File: config.mk
export PLATFORM = sky130hd
export DESIGN_NAME = hack_fetch_flat
export DESIGN_NICKNAME = d
export VERILOG_FILES = /design/src/rtl/hack_fetch_pkg.sv /design/src/rtl/hack_fetch_if.sv /design/src/rtl/hack_fetch_skid_fifo.sv /design/src/rtl/hack_fetch.sv /design/src/flat_wrapper.sv
export SDC_FILE = /design/constraint.sdc
export NUM_CORES = 1
export LEC_CHECK = 0
export ABC_CLOCK_PERIOD_IN_PS = 3800
export BUFFER_PORTS_ARGS = -buffer_cell sky130_fd_sc_hd__buf_2
export CORE_AREA = 5 5 96 98
export CTS_BUF_LIST = sky130_fd_sc_hd__clkbuf_2 sky130_fd_sc_hd__clkbuf_4 sky130_fd_sc_hd__clkbuf_8
export DETAILED_ROUTE_END_ITERATION = 10
export DIE_AREA = 0 0 101 103
export HOLD_SLACK_MARGIN = 0.12
export PLACE_DENSITY = 0.8
export REMOVE_ABC_BUFFERS = 1
export SETUP_SLACK_MARGIN = 0.1
export SLEW_MARGIN = 40
export SYNTH_ARGS = -nofsm -noshare
export SYNTH_HDL_FRONTEND = slang
export SYNTH_HIERARCHICAL = 1
export SYNTH_SLANG_ARGS = --single-unit
File: constraint.sdc
create_clock -name CLK -period 3.8 [get_ports CLK]
set_input_delay 0.76 -clock CLK [delete_from_list [all_inputs] [get_ports CLK]]
set_output_delay 0.76 -clock CLK [all_outputs]
set_load 0.1 [all_outputs]
File: src/rtl/hack_fetch_pkg.sv
// Shared Hack platform widths and the fetch payload carried from ROM32K to the CPU.
package hack_pkg;
  localparam int unsigned ADDR_W     = 15;
  localparam int unsigned DATA_W     = 16;
  localparam int unsigned FIFO_DEPTH = 2;
  localparam int unsigned OCC_W      = 2;

  typedef struct packed {
    logic [DATA_W-1:0] instr;
    logic [ADDR_W-1:0] pc;
  } fetch_entry_t;
endpackage

File: src/rtl/hack_fetch_if.sv
// Instruction stream from the fetch stage to the CPU, valid/ready handshake.
interface hack_fetch_if;
  import hack_pkg::*;

  logic [DATA_W-1:0] instr;
  logic [ADDR_W-1:0] instr_pc;
  logic              instr_valid;
  logic              instr_ready;

  modport master (output instr, output instr_pc, output instr_valid, input instr_ready);
  modport slave  (input instr, input instr_pc, input instr_valid, output instr_ready);
endinterface

File: src/rtl/hack_fetch_skid_fifo.sv
// Two-entry shift FIFO; entry 0 is always the head so the outputs come straight from flops.
module fetch_skid_fifo
  import hack_pkg::*;
(
  input  logic             clk,
  input  logic             reset,
  input  logic             i_push,
  input  logic             i_pop,
  input  logic             i_flush,
  input  fetch_entry_t     i_data,
  output fetch_entry_t     o_head,
  output logic             o_valid,
  output logic [OCC_W-1:0] o_occ
);
  fetch_entry_t     r_ent0, r_ent1;
  logic [OCC_W-1:0] r_occ;
  logic             r_valid;

  fetch_entry_t     w_ent0_nxt, w_ent1_nxt;
  logic [OCC_W-1:0] w_occ_pop, w_occ_nxt;
  logic             w_pop;

  // Pop shifts the tail forward; push lands in the first free slot after the pop.
  always_comb begin
    w_ent0_nxt = r_ent0;
    w_ent1_nxt = r_ent1;
    w_pop      = i_pop & r_valid;
    w_occ_pop  = r_occ - OCC_W'(w_pop);
    if (w_pop && (r_occ == OCC_W'(FIFO_DEPTH))) w_ent0_nxt = r_ent1;
    if (i_push) begin
      if (w_occ_pop == '0) w_ent0_nxt = i_data;
      else                 w_ent1_nxt = i_data;
    end
    w_occ_nxt = w_occ_pop + OCC_W'(i_push);
    if (i_flush) w_occ_nxt = '0;
  end

  always_ff @(posedge clk) begin
    if (reset) begin
      r_ent0  <= '0;
      r_ent1  <= '0;
      r_occ   <= '0;
      r_valid <= 1'b0;
    end else begin
      r_ent0  <= w_ent0_nxt;
      r_ent1  <= w_ent1_nxt;
      r_occ   <= w_occ_nxt;
      r_valid <= (w_occ_nxt != '0);
    end
  end

  assign o_head  = r_ent0;
  assign o_valid = r_valid;
  assign o_occ   = r_occ;
endmodule

File: src/rtl/hack_fetch.sv
// Hack instruction fetch: owns the PC, drives ROM32K, buffers one-cycle-latency reads for the CPU.
module hack_fetch
  import hack_pkg::*;
#(
  parameter logic [ADDR_W-1:0] RESET_PC = '0
) (
  input  logic              CLK,
  input  logic              reset,
  output logic [ADDR_W-1:0] rom_address,
  input  logic [DATA_W-1:0] rom_data,
  input  logic              jump,
  input  logic [ADDR_W-1:0] jump_target,
  hack_fetch_if.master      fetch_bus
);
  logic [ADDR_W-1:0] r_fpc;
  logic [ADDR_W-1:0] r_req_pc;
  logic              r_req_q;

  fetch_entry_t      w_head, w_push_data;
  logic              w_valid, w_pop, w_push, w_issue;
  logic [OCC_W-1:0]  w_occ;
  logic [OCC_W:0]    w_committed;

  // Only issue when the buffer can still absorb this read next cycle, so rom_data is never dropped.
  always_comb begin
    w_pop       = w_valid & fetch_bus.instr_ready;
    w_committed = {1'b0, w_occ} + (OCC_W+1)'(r_req_q) - (OCC_W+1)'(w_pop);
    w_issue     = ~reset & ~jump & (w_committed < (OCC_W+1)'(FIFO_DEPTH));
    w_push      = r_req_q & ~jump;
    w_push_data = '{instr: rom_data, pc: r_req_pc};
  end

  always_ff @(posedge CLK) begin
    if (reset) begin
      r_fpc    <= RESET_PC;
      r_req_q  <= 1'b0;
      r_req_pc <= '0;
    end else if (jump) begin
      r_fpc   <= jump_target;
      r_req_q <= 1'b0;
    end else if (w_issue) begin
      r_fpc    <= r_fpc + ADDR_W'(1);
      r_req_q  <= 1'b1;
      r_req_pc <= r_fpc;
    end else begin
      r_req_q <= 1'b0;
    end
  end

  fetch_skid_fifo u_fifo (
    .clk     (CLK),
    .reset   (reset),
    .i_push  (w_push),
    .i_pop   (w_pop),
    .i_flush (jump),
    .i_data  (w_push_data),
    .o_head  (w_head),
    .o_valid (w_valid),
    .o_occ   (w_occ)
  );

  assign rom_address           = r_fpc;
  assign fetch_bus.instr       = w_head.instr;
  assign fetch_bus.instr_pc    = w_head.pc;
  assign fetch_bus.instr_valid = w_valid;
endmodule

File: src/flat_wrapper.sv
// flat-port wrapper written by rule: the top's interface ports become plain ports
module hack_fetch_flat import hack_pkg::*;
#(
  parameter logic [ADDR_W-1:0] RESET_PC = '0
)
  (CLK, reset, rom_address, rom_data, jump, jump_target, fetch_bus_instr, fetch_bus_instr_pc, fetch_bus_instr_valid, fetch_bus_instr_ready);
  hack_fetch_if fetch_bus_i ();
  input  logic CLK;
  input  logic reset;
  output logic [ADDR_W-1:0] rom_address;
  input  logic [DATA_W-1:0] rom_data;
  input  logic jump;
  input  logic [ADDR_W-1:0] jump_target;
  output wire logic [$bits(fetch_bus_i.instr)-1:0] fetch_bus_instr;
  output wire logic [$bits(fetch_bus_i.instr_pc)-1:0] fetch_bus_instr_pc;
  output wire logic [$bits(fetch_bus_i.instr_valid)-1:0] fetch_bus_instr_valid;
  input wire logic [$bits(fetch_bus_i.instr_ready)-1:0] fetch_bus_instr_ready;
  assign fetch_bus_instr = fetch_bus_i.instr;
  assign fetch_bus_instr_pc = fetch_bus_i.instr_pc;
  assign fetch_bus_instr_valid = fetch_bus_i.instr_valid;
  assign fetch_bus_i.instr_ready = fetch_bus_instr_ready;
  hack_fetch #(.RESET_PC(RESET_PC)) u_core (.CLK(CLK), .reset(reset), .rom_address(rom_address), .rom_data(rom_data), .jump(jump), .jump_target(jump_target), .fetch_bus(fetch_bus_i));
endmodule
==> results by group <==
Status
  • Status: finished clean

Power
  • Leak: 1.91 nW
  • Pint: 1.50 mW
  • Clock share of power: 34.1%
  • Sw frac: 32.0%
  • Power share of the combinational group: 17.5%
  • Net load switching power: 706 uW
  • Seq pwr share: 48.4%
  • Worst VDD drop: 0.247 mV
  • Pwr dens: 424 nW/um2

Logic synthesis
  • FFs w/ async S/R, synth: 0%
  • Sequential area share after synthesis: 41.6%
  • Number of flops mapped to enable cells by yosys: 0
  • Compound-cell area share of the yosys netlist: 16.9%
  • Synth area leaders: dfxtp_1 42%, a311oi_2 9.7%, nand2_1 8.7%
  • Post-synthesis mux area share: 6.93%
  • Post-synthesis cell type count: 45
  • Synth Area in Simple Gates: 26.3%
  • Cell Area, Synth: 4620 um2
  • Share of the synthesized area in the top cell type: 41.6%
  • Largest family of logic cells by synthesized area: simple AND/OR/NAND/NOR gates
  • Xor-xnor portion of the synthesized cell area: 0.894%
  • Synthesized instance count: 505
  • Dominant synthesized flop cell: dfxtp_1
  • Yosys warns: 6
  • Adder-Cell Fraction of Synth Area: 1.52%
  • Area leader, netlist: dfxtp_1
  • Mean Syn Cell Area: 9.15 um2
  • Seq cells post-synth: 96

GRT
  • Number of global-route vias before repair: 3,822
  • Total congestion overflow: 0
  • Initial antenna violation count: 0
  • First-pass GRT wire length: 17.5 mm
  • Pin count of the biggest net entering global routing: 81
  • GR Util All Layers: 20.6%

STA
  • Final Cycle Share: 82.2%
  • Max Slew Vio Count: 0
  • RSZ-0062 raised after global routing: no
  • Setup WS post-layout: 678 ps
  • Fmax: 320 MHz
  • Max transition margin: 47.6%
  • Clock Skews: 13.2 ps
  • Setup Viol. Count Final: 0
  • Period minus WS final: 3120 ps
  • Final Hold Viols: 0
  • Slew @ Worst Pin: 787 ps

Clock network
  • CTS hold repair buffers: 0
  • Post-CTS setup buffers: 0
  • CTS tree: done
  • Cts bufs inserted: 9
  • Clock Path Buffers: 2
  • Clock transition at path regs: 90 ps
  • Worst-Skew Late Latency: 360 ps
  • Clk sinks: 96
  • PostCTS Resize Cnt: 0
  • Depth of the CTS H-tree: 3
  • Root Buffer: clkbuf_8

Route
  • DRT Pass-1 Iters: 4
  • 1st-iter DRT viols: 168
  • Highest metal used: met4
  • Met3 wire len: 652 um
  • DRT Wirelength: 10.7 mm
  • DR WL met2: 5.03 mm
  • Drc violations: 0
  • DR WL/cell: 15.7 um
  • M1 WL: 4.84 mm
  • Routed via count: 3,861
  • Routed vias/inst: 5.69
  • Routed Antenna Nets: 0

Floorplanning
  • Chip Height: 103 um
  • Die Span X: 101 um
  • Initial cell density of the core: 55.1%
  • Num rows: 34
  • Core area: 8380 um2
  • Die area: 10,400 um2
  • IO Pins: 82

Setup path
  • Flop2flop setup slack: 790 ps
  • Critical path peak fanout: 23
  • Critical Path RT: 4080 ps
  • CP Launch Type: input port
  • Worst R2R Path Depth: 9
  • Critical Path AT: 3410 ps
  • Endpoint class of the critical path: flop
  • Setup CP Type: input port to flop
  • FF-to-FF End: u_core/rom_address[13]$_SDFFE_PP0P_
  • Worst r2r src: u_core/u_fifo/o_valid$_SDFF_PP0_

Run
  • Max cap viols: 0

Place
  • Pre-CTS setup slack: 329 ps
  • Placer Congestion: 0.799
  • Detailed Place HPWL: 6.96 mm
  • Port Buffers: 81

Layout
  • Inserted Diodes: 0
  • Share of post-route cells with drive strength above 1: 25.1%
  • Filler Cell Count: 723
  • Register area: 1920 um2
  • Nets: 605
  • Multi-input combinational cell area: 2430 um2
  • Post-layout util: 62.2%
  • Area delta synth->final: 12.9%

Worst hold path
  • Worst hold path depth: 2
  • Worst Hold End: u_core/u_fifo/r_ent1[29]$_SDFFE_PP0P_
  • Hold path start: u_core/u_fifo/r_ent1[29]$_SDFFE_PP0P_
  • Hold Path Class: flop to flop
==> critical path, cell delays in order <==
cell and delay [ps]:
buf_2 90, and2_1 160, ha_1 290, nand2b_1 150
fa_1 490, nor3b_1 260, nand2_1 250, inv_1 550
o211ai_1 190, a31oi_1 200
==> power groups by stage <==
| stage | registers, mW | logic (mW) | clock network, mW |
|---|---|---|---|
| finish | 1.07 | 0.387 | 0.753 |
| global placement | 1.09 | 0.381 | 0 |
| CTS | 1.07 | 0.388 | 0.768 |
| detailed placement | 1.09 | 0.387 | 0 |
| global route | 1.07 | 0.406 | 0.804 |
| floorplan | 1.28 | 0.0961 | 0 |
==> cell type report <==
class | count | area share, %
tap | 108 | 2.59
inverter | 7 | 0.504
clock inverter | 7 | 1.97
clock buffer | 9 | 2.37
sequential | 96 | 36.8
multi-input combinational | 361 | 46.6
timing repair buffer | 90 | 9.11
==> metrics by stage <==
| step | hold WS [ps] | setup TNS (ps) | cell area, um2 | std cells | power (mW) |
|---|---|---|---|---|---|
| after detailed placement | 466 | 0 | 4990 | 662 | 1.48 |
| final | 478 | 0 | 5220 | 678 | 2.21 |
| after floorplan | 444 | -586 | 4380 | 464 | 1.38 |
| after CTS | 480 | 0 | 5220 | 678 | 2.22 |
| after global placement | 458 | 0 | 4990 | 662 | 1.47 |
| after global routing | 504 | 0 | 5220 | 678 | 2.28 |
==> how the worst max path moves through the flow <==
stage	startpoint	endpoint	slack, ps	cells past startpoint
floorplan	u_core/u_fifo/o_valid$_SDFF_PP0_	u_core/u_fifo/r_ent1[0]$_SDFFE_PP0P_	-20	6
global placement	fetch_bus_instr_ready	u_core/rom_address[14]$_SDFFE_PP0P_	430	10
detailed placement	fetch_bus_instr_ready	u_core/rom_address[13]$_SDFFE_PP0P_	330	10
CTS	fetch_bus_instr_ready	u_core/rom_address[13]$_SDFFE_PP0P_	720	10
global route	fetch_bus_instr_ready	u_core/rom_address[13]$_SDFFE_PP0P_	480	10
finish	fetch_bus_instr_ready	u_core/rom_address[13]$_SDFFE_PP0P_	680	10
==> synth_stat cells (2+ instances only) <==
cell type and instances:
buf_6 4, mux2i_1 32, nand2_1 107, or4_1 5, ha_1 4, a31oi_1 14, nand2b_1 63, nor2b_1 3
buf_1 2, buf_4 2, and2b_1 2, dfxtp_1 96, buf_8 3, nor2_1 3, o211ai_1 7, or3_1 4
a222oi_1 3, nand4_1 2, o311ai_0 3, a21oi_1 19, nand3_1 5, inv_1 6, a311oi_2 30, nor3_1 33
clkbuf_1 16, and2_1 5, buf_2 14
==> state kept, by name, indices dropped and copies added, names as in the netlist <==
| register | count |
|---|---|
| u_core/r_req_q | 1 |
| u_core/u_fifo/o_occ | 2 |
| u_core/u_fifo/o_valid | 1 |
| u_core/u_fifo/o_head | 31 |
| u_core/u_fifo/r_ent1 | 31 |
| u_core/rom_address | 15 |
| u_core/r_req_pc | 15 |
==> kinds of logic after synthesis <==
family / count (synthesis)
simple gates: 240
mux: 32
fa+ha+maj: 5
buf+inv: 48
compound gates: 81
flops: 96
xor+xnor: 3
==> cell usage in the layout (no fill, tap or decap), drive strengths merged, types with 4 or more instances in the layout <==
cell type  count
a311oi        31
nor3          33
or3            4
a31oi         14
and2           5
buf           90
mux2i         32
a21oi         19
clkbuf         9
nand2        107
o211ai         7
dfxtp         96
inv            8
or4            5
nand2b        63
nand3          5
ha             4
==> metal layers <==
metal | vias to the layer above | track usage, %
met5 | - | 0
met4 | 0 | 5.93
met3 | 14 | 4.33
met2 | 114 | 35.3
met1 | 1843 | 26.2
li1 | 1890 | -
No activity file was read; power rests on OpenSTA's default activity.
